`config.mk`:
```
export PLATFORM = sky130hd
export DESIGN_NAME = serial_tx_frame_flat
export DESIGN_NICKNAME = d
export VERILOG_FILES = /design/src/rtl/serial_link_pkg.sv /design/src/rtl/serial_tx_frame_if.sv /design/src/rtl/baud_tick_gen.sv /design/src/rtl/serial_tx_frame.sv /design/src/flat_wrapper.sv
export SDC_FILE = /design/constraint.sdc
export NUM_CORES = 1
export LEC_CHECK = 0
export BUFFER_PORTS_ARGS = -buffer_cell sky130_fd_sc_hd__buf_2
export CAP_MARGIN = 20
export CORE_AREA = 8 8 49 55
export DETAILED_ROUTE_END_ITERATION = 10
export DIE_AREA = 0 0 57 63
export PLACE_DENSITY = 0.83
export REMOVE_ABC_BUFFERS = 1
export SLEW_MARGIN = 0
export SYNTH_ARGS = -nofsm -noshare
export SYNTH_HDL_FRONTEND = slang
export SYNTH_HIERARCHICAL = 1
export SYNTH_SLANG_ARGS = --single-unit
```
`constraint.sdc`:
```
create_clock -name clk -period 5.1 [get_ports clk]
set_input_delay 0.765 -clock clk [delete_from_list [all_inputs] [get_ports clk]]
set_output_delay 0.765 -clock clk [all_outputs]
set_load 0.005 [all_outputs]
```
`src/rtl/serial_link_pkg.sv`:
```
// Shared definitions for the serial link: FSM state codes, line levels and a
// counter-width helper used by the transmitter (and later the receiver).
package serial_link_pkg;

    localparam logic [1:0] ST_IDLE  = 2'd0;
    localparam logic [1:0] ST_START = 2'd1;
    localparam logic [1:0] ST_DATA  = 2'd2;
    localparam logic [1:0] ST_STOP  = 2'd3;

    localparam logic LINE_IDLE = 1'b1;
    localparam logic START_BIT = 1'b0;
    localparam logic STOP_BIT  = 1'b1;

    typedef enum logic [1:0] {
        S_IDLE  = ST_IDLE,
        S_START = ST_START,
        S_DATA  = ST_DATA,
        S_STOP  = ST_STOP
    } tx_state_e;

    // Counter width for a 0..n-1 count; a 1-bit counter is kept even when n <= 2.
    function automatic int min1_clog2(input int n);
        return (n <= 2) ? 1 : $clog2(n);
    endfunction

endpackage

```
`src/rtl/serial_tx_frame_if.sv`:
```
// Producer-side word handshake plus the serial line outputs of serial_tx_frame.
// Handshake: a word transfers on the rising edge where tx_valid && tx_ready;
// tx_data is sampled only on that edge, and tx_valid while tx_ready is low is ignored.
interface serial_tx_frame_if #(
    parameter int DATA_W = 8
);
    logic [DATA_W-1:0] tx_data;
    logic              tx_valid;
    logic              tx_ready;
    logic              tx_out;
    logic              busy;

    modport master (
        output tx_data,
        output tx_valid,
        input  tx_ready,
        input  tx_out,
        input  busy
    );

    modport slave (
        input  tx_data,
        input  tx_valid,
        output tx_ready,
        output tx_out,
        output busy
    );
endinterface

```
`src/rtl/baud_tick_gen.sv`:
```
// Baud divider: counts 0..CLKS_PER_BIT-1 while enabled and flags the last count
// as the bit-advance tick; held at 0 while disabled.
module baud_tick_gen
    import serial_link_pkg::*;
#(
    parameter int CLKS_PER_BIT = 4
) (
    input  logic clk,
    input  logic rst,
    input  logic en,
    output logic tick
);
    localparam int                CNT_W   = min1_clog2(CLKS_PER_BIT);
    localparam logic [CNT_W-1:0]  CNT_MAX = CNT_W'(CLKS_PER_BIT - 1);

    logic [CNT_W-1:0] r_cnt;

    assign tick = en && (r_cnt == CNT_MAX);

    always_ff @(posedge clk or posedge rst) begin
        if (rst) begin
            r_cnt <= '0;
        end else if (!en || tick) begin
            r_cnt <= '0;
        end else begin
            r_cnt <= r_cnt + 1'b1;
        end
    end
endmodule

```
`src/rtl/serial_tx_frame.sv`:
```
// Parallel-to-serial frame transmitter: start bit, DATA_W data bits LSB first,
// stop bit, each held CLKS_PER_BIT clocks on a registered line output.
module serial_tx_frame
    import serial_link_pkg::*;
#(
    parameter int DATA_W       = 8,
    parameter int CLKS_PER_BIT = 4
) (
    input  logic                clk,
    input  logic                rst,
    serial_tx_frame_if.slave    tx_if,
    output logic [1:0]          o_dbg_state
);
    localparam int               BIT_W    = min1_clog2(DATA_W);
    localparam logic [BIT_W-1:0] BIT_LAST = BIT_W'(DATA_W - 1);

    tx_state_e         r_state;
    logic [DATA_W-1:0] r_shift;
    logic [BIT_W-1:0]  r_bit_cnt;
    logic              r_tx_out;
    logic              r_tx_ready;
    logic              w_tick;
    logic              w_baud_en;

    // The divider runs from the accept edge onward, so the start bit spans exactly C clocks.
    assign w_baud_en = (r_state != S_IDLE);

    baud_tick_gen #(
        .CLKS_PER_BIT (CLKS_PER_BIT)
    ) u_baud (
        .clk  (clk),
        .rst  (rst),
        .en   (w_baud_en),
        .tick (w_tick)
    );

    always_ff @(posedge clk or posedge rst) begin
        if (rst) begin
            r_state    <= S_IDLE;
            r_shift    <= '0;
            r_bit_cnt  <= '0;
            r_tx_out   <= LINE_IDLE;
            r_tx_ready <= 1'b1;
        end else begin
            case (r_state)
                S_IDLE: begin
                    if (tx_if.tx_valid && r_tx_ready) begin
                        r_state    <= S_START;
                        r_shift    <= tx_if.tx_data;
                        r_tx_out   <= START_BIT;
                        r_tx_ready <= 1'b0;
                    end
                end
                S_START: begin
                    if (w_tick) begin
                        r_state  <= S_DATA;
                        r_tx_out <= r_shift[0];
                        r_shift  <= r_shift >> 1;
                    end
                end
                S_DATA: begin
                    if (w_tick) begin
                        if (r_bit_cnt == BIT_LAST) begin
                            r_state   <= S_STOP;
                            r_bit_cnt <= '0;
                            r_tx_out  <= STOP_BIT;
                        end else begin
                            r_bit_cnt <= r_bit_cnt + 1'b1;
                            r_tx_out  <= r_shift[0];
                            r_shift   <= r_shift >> 1;
                        end
                    end
                end
                S_STOP: begin
                    if (w_tick) begin
                        r_state    <= S_IDLE;
                        r_tx_out   <= LINE_IDLE;
                        r_tx_ready <= 1'b1;
                    end
                end
                default: begin
                    r_state <= S_IDLE;
                end
            endcase
        end
    end

    assign tx_if.tx_out   = r_tx_out;
    assign tx_if.tx_ready = r_tx_ready;
    assign tx_if.busy     = ~r_tx_ready;
    assign o_dbg_state    = r_state;
endmodule

```
`src/flat_wrapper.sv`:
```
// flat-port wrapper written by rule: the top's interface ports become plain ports
module serial_tx_frame_flat import serial_link_pkg::*;
#(
    parameter int DATA_W       = 8,
    parameter int CLKS_PER_BIT = 4
)
  (clk, rst, o_dbg_state, tx_if_tx_data, tx_if_tx_valid, tx_if_tx_ready, tx_if_tx_out, tx_if_busy);
  serial_tx_frame_if #(.DATA_W(DATA_W)) tx_if_i ();
  input  logic clk;
  input  logic rst;
  output logic [1:0] o_dbg_state;
  input wire logic [$bits(tx_if_i.tx_data)-1:0] tx_if_tx_data;
  input wire logic [$bits(tx_if_i.tx_valid)-1:0] tx_if_tx_valid;
  output wire logic [$bits(tx_if_i.tx_ready)-1:0] tx_if_tx_ready;
  output wire logic [$bits(tx_if_i.tx_out)-1:0] tx_if_tx_out;
  output wire logic [$bits(tx_if_i.busy)-1:0] tx_if_busy;
  assign tx_if_i.tx_data = tx_if_tx_data;
  assign tx_if_i.tx_valid = tx_if_tx_valid;
  assign tx_if_tx_ready = tx_if_i.tx_ready;
  assign tx_if_tx_out = tx_if_i.tx_out;
  assign tx_if_busy = tx_if_i.busy;
  serial_tx_frame #(.DATA_W(DATA_W), .CLKS_PER_BIT(CLKS_PER_BIT)) u_core (.clk(clk), .rst(rst), .tx_if(tx_if_i), .o_dbg_state(o_dbg_state));
endmodule
```
### After elaboration in Yosys (flattened, before gate mapping)

Index checks and enable logic that the tools add are counted.

* add/subtract/negate cells: 2
* multipliers: 0
* divide/modulo/power cells: 0
* order comparisons: 0
* equal/unequal tests: 11
* shift-type cells: 0
* multiplexer cells: 20
* bitwise gates (word level): 1
* reduce and logical (&&, ||, !) cells: 13

Operators with widths (number)
* $mux W8: 4
* $pmux W8 S3: 1
* $mux W2: 6
* $reduce_and A5 Y1: 2
* $ne A2 B2 Y1 const B: 4
* $pmux W2 S4: 1
* $eq A2 B2 Y1 const B: 3
* $mux W1: 5
* $ne A2 B1 Y1 const B: 2
* $pmux W1 S4: 1
* $reduce_and A4 Y1: 1
* $reduce_bool A2 Y1: 2
* $add A3 B1 Y3 const B: 1
* $eq A3 B3 Y1 const B: 1
* $mux W3: 1
* $reduce_and A3 Y1: 1
* $reduce_bool A3 Y1: 1
* $add A2 B1 Y2 const B: 1
* $eq A2 B1 Y1 const B: 1
* $logic_and A1 B1 Y1: 2
* $logic_not A2 Y1: 1
* $pmux W1 S2: 1
* $reduce_and A2 Y1: 1
* $logic_not A1 Y1: 1
* 2 further kinds: 2

* register bits after elaboration: 17
* bits in latches: 0
* memory bits (writable): 0
* bits in read-only memories: 0
* input port bits: 11
* memories: 0

### Logic depth before layout (Yosys ltp)

* depth in word-level cells: 4
* mapped depth: 7
* gate-level depth less buffers: 7

### Hierarchy

Netlist, hierarchy kept.

By module, submodules not included
* serial_tx_frame: times used 1, cells each 74, area an instance 882.1 um2
* baud_tick_gen: times used 1, cells each 7, area an instance 95.1 um2

### Least setup slack after synthesis

No wires, ideal clock.

* path kind: register to register
* from: reg u_core.r_state[0], in the netlist u_core/o_dbg_state[0]
* to: reg u_core.r_shift[0]
* arrival time: 1636 ps
* data required time: 4975 ps
* slack: 3339 ps
* cell stages (with the launch flop): 8
* path buffers: 0
* period minus slack after synthesis: 1761 ps
* cell sequence: dfrtp_1 -> inv_1 -> ha_1 -> inv_1 -> and2_2 -> o21bai_4 -> nand3_2 -> mux2_2

* word-level cells in the longest chain between the ends: 4
* elaborated cells on any way between the ends: 12
* classes of those cells: 6 x eq/ne; 1 x mux; 5 x reduce/logical

RTL lines
* start: declaration: line serial_tx_frame.sv:17 `tx_state_e r_state;`
* start signal: assignment: line serial_tx_frame.sv:39 `r_state <= S_IDLE;`
* start signal: assignment: line serial_tx_frame.sv:48 `r_state <= S_START;`
* start signal: assignment: line serial_tx_frame.sv:56 `r_state <= S_DATA;`
* $reduce_bool A2 Y1 (*): line serial_tx_frame.sv:26 `assign w_baud_en = (r_state != S_IDLE);`
* via u_core.w_baud_en: line serial_tx_frame.sv:23 `logic w_baud_en;`
* $logic_and A1 B1 Y1 (*): line baud_tick_gen.sv:18 `assign tick = en && (r_cnt == CNT_MAX);`
* via u_core.w_tick: line serial_tx_frame.sv:22 `logic w_tick;`
* $ne A2 B2 Y1 (no source line)
* $reduce_and A5 Y1 (no source line) (*)
* end signal: assignment: line serial_tx_frame.sv:49 `r_shift <= tx_if.tx_data;`
* end signal: assignment: line serial_tx_frame.sv:58 `r_shift <= r_shift >> 1;`
* end signal: assignment: line serial_tx_frame.sv:70 `r_shift <= r_shift >> 1;`
* end: declaration: line serial_tx_frame.sv:18 `logic [DATA_W-1:0] r_shift;`

The timed path passes the listed nets; every way through them passes the cells marked *.
A chain may end at the register's enable or synchronous reset.

### Worst setup path after layout

* from: reg u_core.r_state[0], in the netlist u_core/o_dbg_state[0]
* to: reg u_core.r_shift[7]

The elaborated chain is that of the path after synthesis.

==> impl.org <==
** Setup path
- The critical path contains buffers and inverters numbering 2 combined.
- Walking the worst path, the cells encountered are inv_1 > ha_1 > inv_1 > and2_2 > o21bai_4 > nand3_2 > mux2_2.
- Critical path launch point type :: flop
- Data on the critical path is required at its endpoint by 5280 ps.
- Worst setup path class :: flop to flop
- In this design, the stage delay of the slowest critical-path cell is 460 ps.
- Along the worst path, the maximum fanout reaches 8.
- The slowest stage of the critical path is the sky130_fd_sc_hd__dfrtp_1 cell.
- At the worst endpoint, the arrival time is 2130 ps.
- The cell family contributing the most delay on the critical path is flip-flops.
- The worst setup path is captured at a flop.
- Most Frequent Cell on Critical Path :: sky130_fd_sc_hd__inv_1

** Detailed routing
- After detailed routing, the total wire length is 1730 µm.
- The first detailed-routing pass took 2 iterations.
- Average vias per placed instance :: 5.49
- In the final routed layout, each cell accounts on average for 14.6 µm.
- Number of antenna-violating nets in the routed design :: 0
- Vias :: 648
- In the routed design, unresolved DRC markers number 0.
- The first routing iteration left 4 violations.

** STA
- Setup repair after global routing left no endpoint under its margin.
- Minimum period implied by the final worst setup slack :: 1950 ps
- At the pin with the least slew margin, the transition time is 543 ps.
- Highest clock rate :: 512 MHz
- For the final database, setup skew stands at 1.51 ps.
- Setup TNS :: 0 ps
- Setup violations remaining at the end of the flow were counted as 0.
- Final Cycle Share :: 38.3%
- The hold violation count in the final report was 0.
- The number of pins with negative max-slew slack in the final report came to 0.
- Measured against its own limit, the worst slew margin works out to 63.7%.

** Cells and area
- In the final layout, the share of cells above drive strength 1 is 43.4%.
- Diodes inserted :: 0
- Commonest cells after routing, fill and taps aside :: 16 x sky130_fd_sc_hd__mux2_2, 15 x sky130_fd_sc_hd__buf_2, 15 x sky130_fd_sc_hd__dfrtp_1
- Measured on the finished design, the core utilization comes to 58.6%.
- The area growth from synthesis to layout is 12.3%.
- Most common library cell in the layout ignoring fill and taps :: sky130_fd_sc_hd__mux2_2
- Total number of nets in the final design :: 120

** Synthesis
- Sequential elements use 43.8% of the synthesized area.
- Of all cell types, the one taking the most synthesized area is sky130_fd_sc_hd__dfrtp_1.
- Arithmetic-cell share of the synthesized area counting full adders, half adders and majority gates :: 11.5%
- Flip-flop and latch count after synthesis :: 17
- Average cell area after synthesis :: 12.1 µm²
- Cells taking the most area after synthesis :: sky130_fd_sc_hd__dfrtp_1 38%, sky130_fd_sc_hd__mux2_2 18%, sky130_fd_sc_hd__ha_1 12%
- Of the total synthesized cell area, the portion taken by AND, OR, NAND and NOR gates is 10.6%.
- After synthesis the cells add up to 977 µm².
- Cells after synthesis :: 81
- Mux share of post-synthesis cell area :: 20.0%
- In this run, synthesis inferred 0 flip-flops with an integrated enable.
- After synthesis, the largest family of logic cells by area is multiplexers.
- The top cell type by area accounts for 38.4% of the synthesized area.
- The synthesized netlist devotes 10.5% of its cell area to compound gates.
- Leading register cell type out of synthesis :: sky130_fd_sc_hd__dfrtp_1
- Share of the synthesized netlist area taken by xor and xnor gates :: 0%
- After synthesis, the share of flip-flops with an asynchronous set or reset is 100%.
- In this run, distinct cell masters in the synthesized netlist total 28.
- Yosys synthesis warning count :: 6

** Floorplan
- In this run the core area contains 17 standard-cell rows.
- Number of top-level design ports :: 16
- The die is 63 µm tall.
- Area of the core :: 1870 µm²
- Horiz. Die Dim :: 57 µm
- The die covers 3590 µm².
- Initial core utilization :: 52.2%

** Global route
- The first global-routing pass estimated 3110 µm of wire.
- Via count of the first global-routing pass :: 733
- Remaining Overflow, GRT :: 0
- Across every metal layer, demand over resource in global routing totals 10.4%.
- Entering global routing, the biggest net connects 16 pins.
- Number of antenna violations at the first check in global routing :: 0

** Clock tree
- The later pin in the worst-skew pair is clocked with a latency of 280 ps.
- Post-cts gate resize count :: 0
- Clock tree from TritonCTS :: yes
- Counting every sink on the clock net gives 17.
- The number of hold buffers added after CTS was 0.
- The tree is rooted in a sky130_fd_sc_hd__clkbuf_4.
- No sink is reached through more buffers than the 2 on the longest clock path.
- Total CTS buffers :: 3
- CTS built an H-tree with a depth of 1.
- Clock-pin slew reported for the worst setup and hold paths after clock tree synthesis :: 100 ps
- After clock tree synthesis, the setup repair step added 0 buffers.

** Placement
- Summed over all nets, the half-perimeter wirelength after detailed placement is 1330 µm.
- Port buffering added 15 buffers.
- The congestion estimate from routability-driven global placement came to 0.705.

** Power
- IR analysis of the VDD net gives a maximum drop of 0.156 mV.
- The internal portion of the total power is 0.000170 W.
- Net switching is 21.3% of the power.
- The analysis attributes to net switching a power of 0.0000461 W.
- Sequential power share :: 62.3%
- Share of power burned in the clock network :: 33.3%
- Combinational group share of total power :: 4.4%
- In this run the static leakage power is 0.582 nW.
- For this design the ratio of total power to cell area is 197 nW/µm².

** Status
- The run finished with clean final reports.

** Flow run
- Max-capacitance violation count :: 0

** Hold path
- In this run the worst hold path is classified as input pin to asynchronous set/reset pin.
-- worst register-to-register path: cells and delay by family, from the launching register on --
family	cells	cell delay [ps]
AOI/OAI and AO/OA	1	190
adders and majority gates	1	190
buffers and inverters	2	210
DFF	1	460
muxes	1	370
and+or+nand+nor	2	430
-- cells in the mapped netlist (all sizes together) (2+ instances only) --
master  instances
a21oi           3
dfrtp          15
dfstp           2
ha              9
inv             8
mux2           17
nand2           5
nand2b          2
nor2            2
o21ai           2
-- state kept, by name (all words and copies together) (netlist names) --
signal / cells
u_core/r_bit_cnt: 3
u_core/u_baud/r_cnt: 2
u_core/tx_if.tx_ready: 1
u_core/o_dbg_state: 2
u_core/tx_if.tx_out: 1
u_core/r_shift: 8
-- power groups by stage --
stage / clock network [W] / registers, W / logic, W
floorplan: 0 / 0.000137 / 0.00000497
global placement: 0 / 0.000137 / 0.00000957
detailed placement: 0 / 0.000137 / 0.00000987
CTS: 0.0000753 / 0.000135 / 0.00000993
global route: 0.0000802 / 0.000135 / 0.0000112
finish: 0.0000720 / 0.000135 / 0.00000953
-- layer usage --
layer  share of wire [%]  track usage [%]  up-vias
met3                 3.9             2.64        2
met2                  49             17.4       11
li1                    -                -      320
met1                  46             12.0      315
met5                   0                0        -
met4                0.81             4.41        0
-- through the flow --
stage / setup slack (ps) / hold slack [ps] / cells / power [W] / cell area, µm²
2_1_floorplan: 3340 / 429 / 80 / 0.000142 / 972
3_3_place_gp: 3250 / 448 / 114 / 0.000147 / 1070
3_5_place_dp: 3160 / 454 / 114 / 0.000147 / 1070
4_1_cts: 3140 / 305 / 118 / 0.000220 / 1100
5_1_grt: 3020 / 315 / 118 / 0.000226 / 1100
6_report: 3150 / 317 / 118 / 0.000216 / 1100
-- worst paths after layout --
| check | end | cells after the start | from | slack, ps |
|---|---|---|---|---|
| hold reg to reg | u_core/u_baud/r_cnt[0] | 1 | u_core/u_baud/r_cnt[0] | 470 |
| setup reg to reg | u_core/r_shift[7] | 7 | u_core/o_dbg_state[0] | 3150 |
| max in group asynchronous | u_core/tx_if.tx_ready | 2 | rst | 4220 |
| hold / removal | u_core/u_baud/r_cnt[0] | 2 | rst | 320 |
| min in group clk | u_core/u_baud/r_cnt[0] | 1 | u_core/u_baud/r_cnt[0] | 470 |
| setup / recovery | u_core/r_shift[7] | 7 | u_core/o_dbg_state[0] | 3150 |
-- logic make-up (layout without fill, tap and decap cells) --
group / Yosys count / count (layout)
and+or+nand+nor: 17 / 17
muxes: 17 / 17
DFF: 17 / 17
AOI/OAI and AO/OA: 12 / 12
adders and majority gates: 9 / 9
buffers and inverters: 9 / 27
-- final cells by class --
| class | count | area [µm²] |
|---|---|---|
| Inverter | 8 | 30.0 |
| Fill cell | 164 | 774 |
| Multi-Input combinational cell | 55 | 514 |
| Clock buffer | 4 | 26.3 |
| Sequential cell | 17 | 428 |
| Timing Repair Buffer | 15 | 75.1 |
| Tap cell | 19 | 23.8 |
Note: power is estimated with default switching activity, not from simulation.
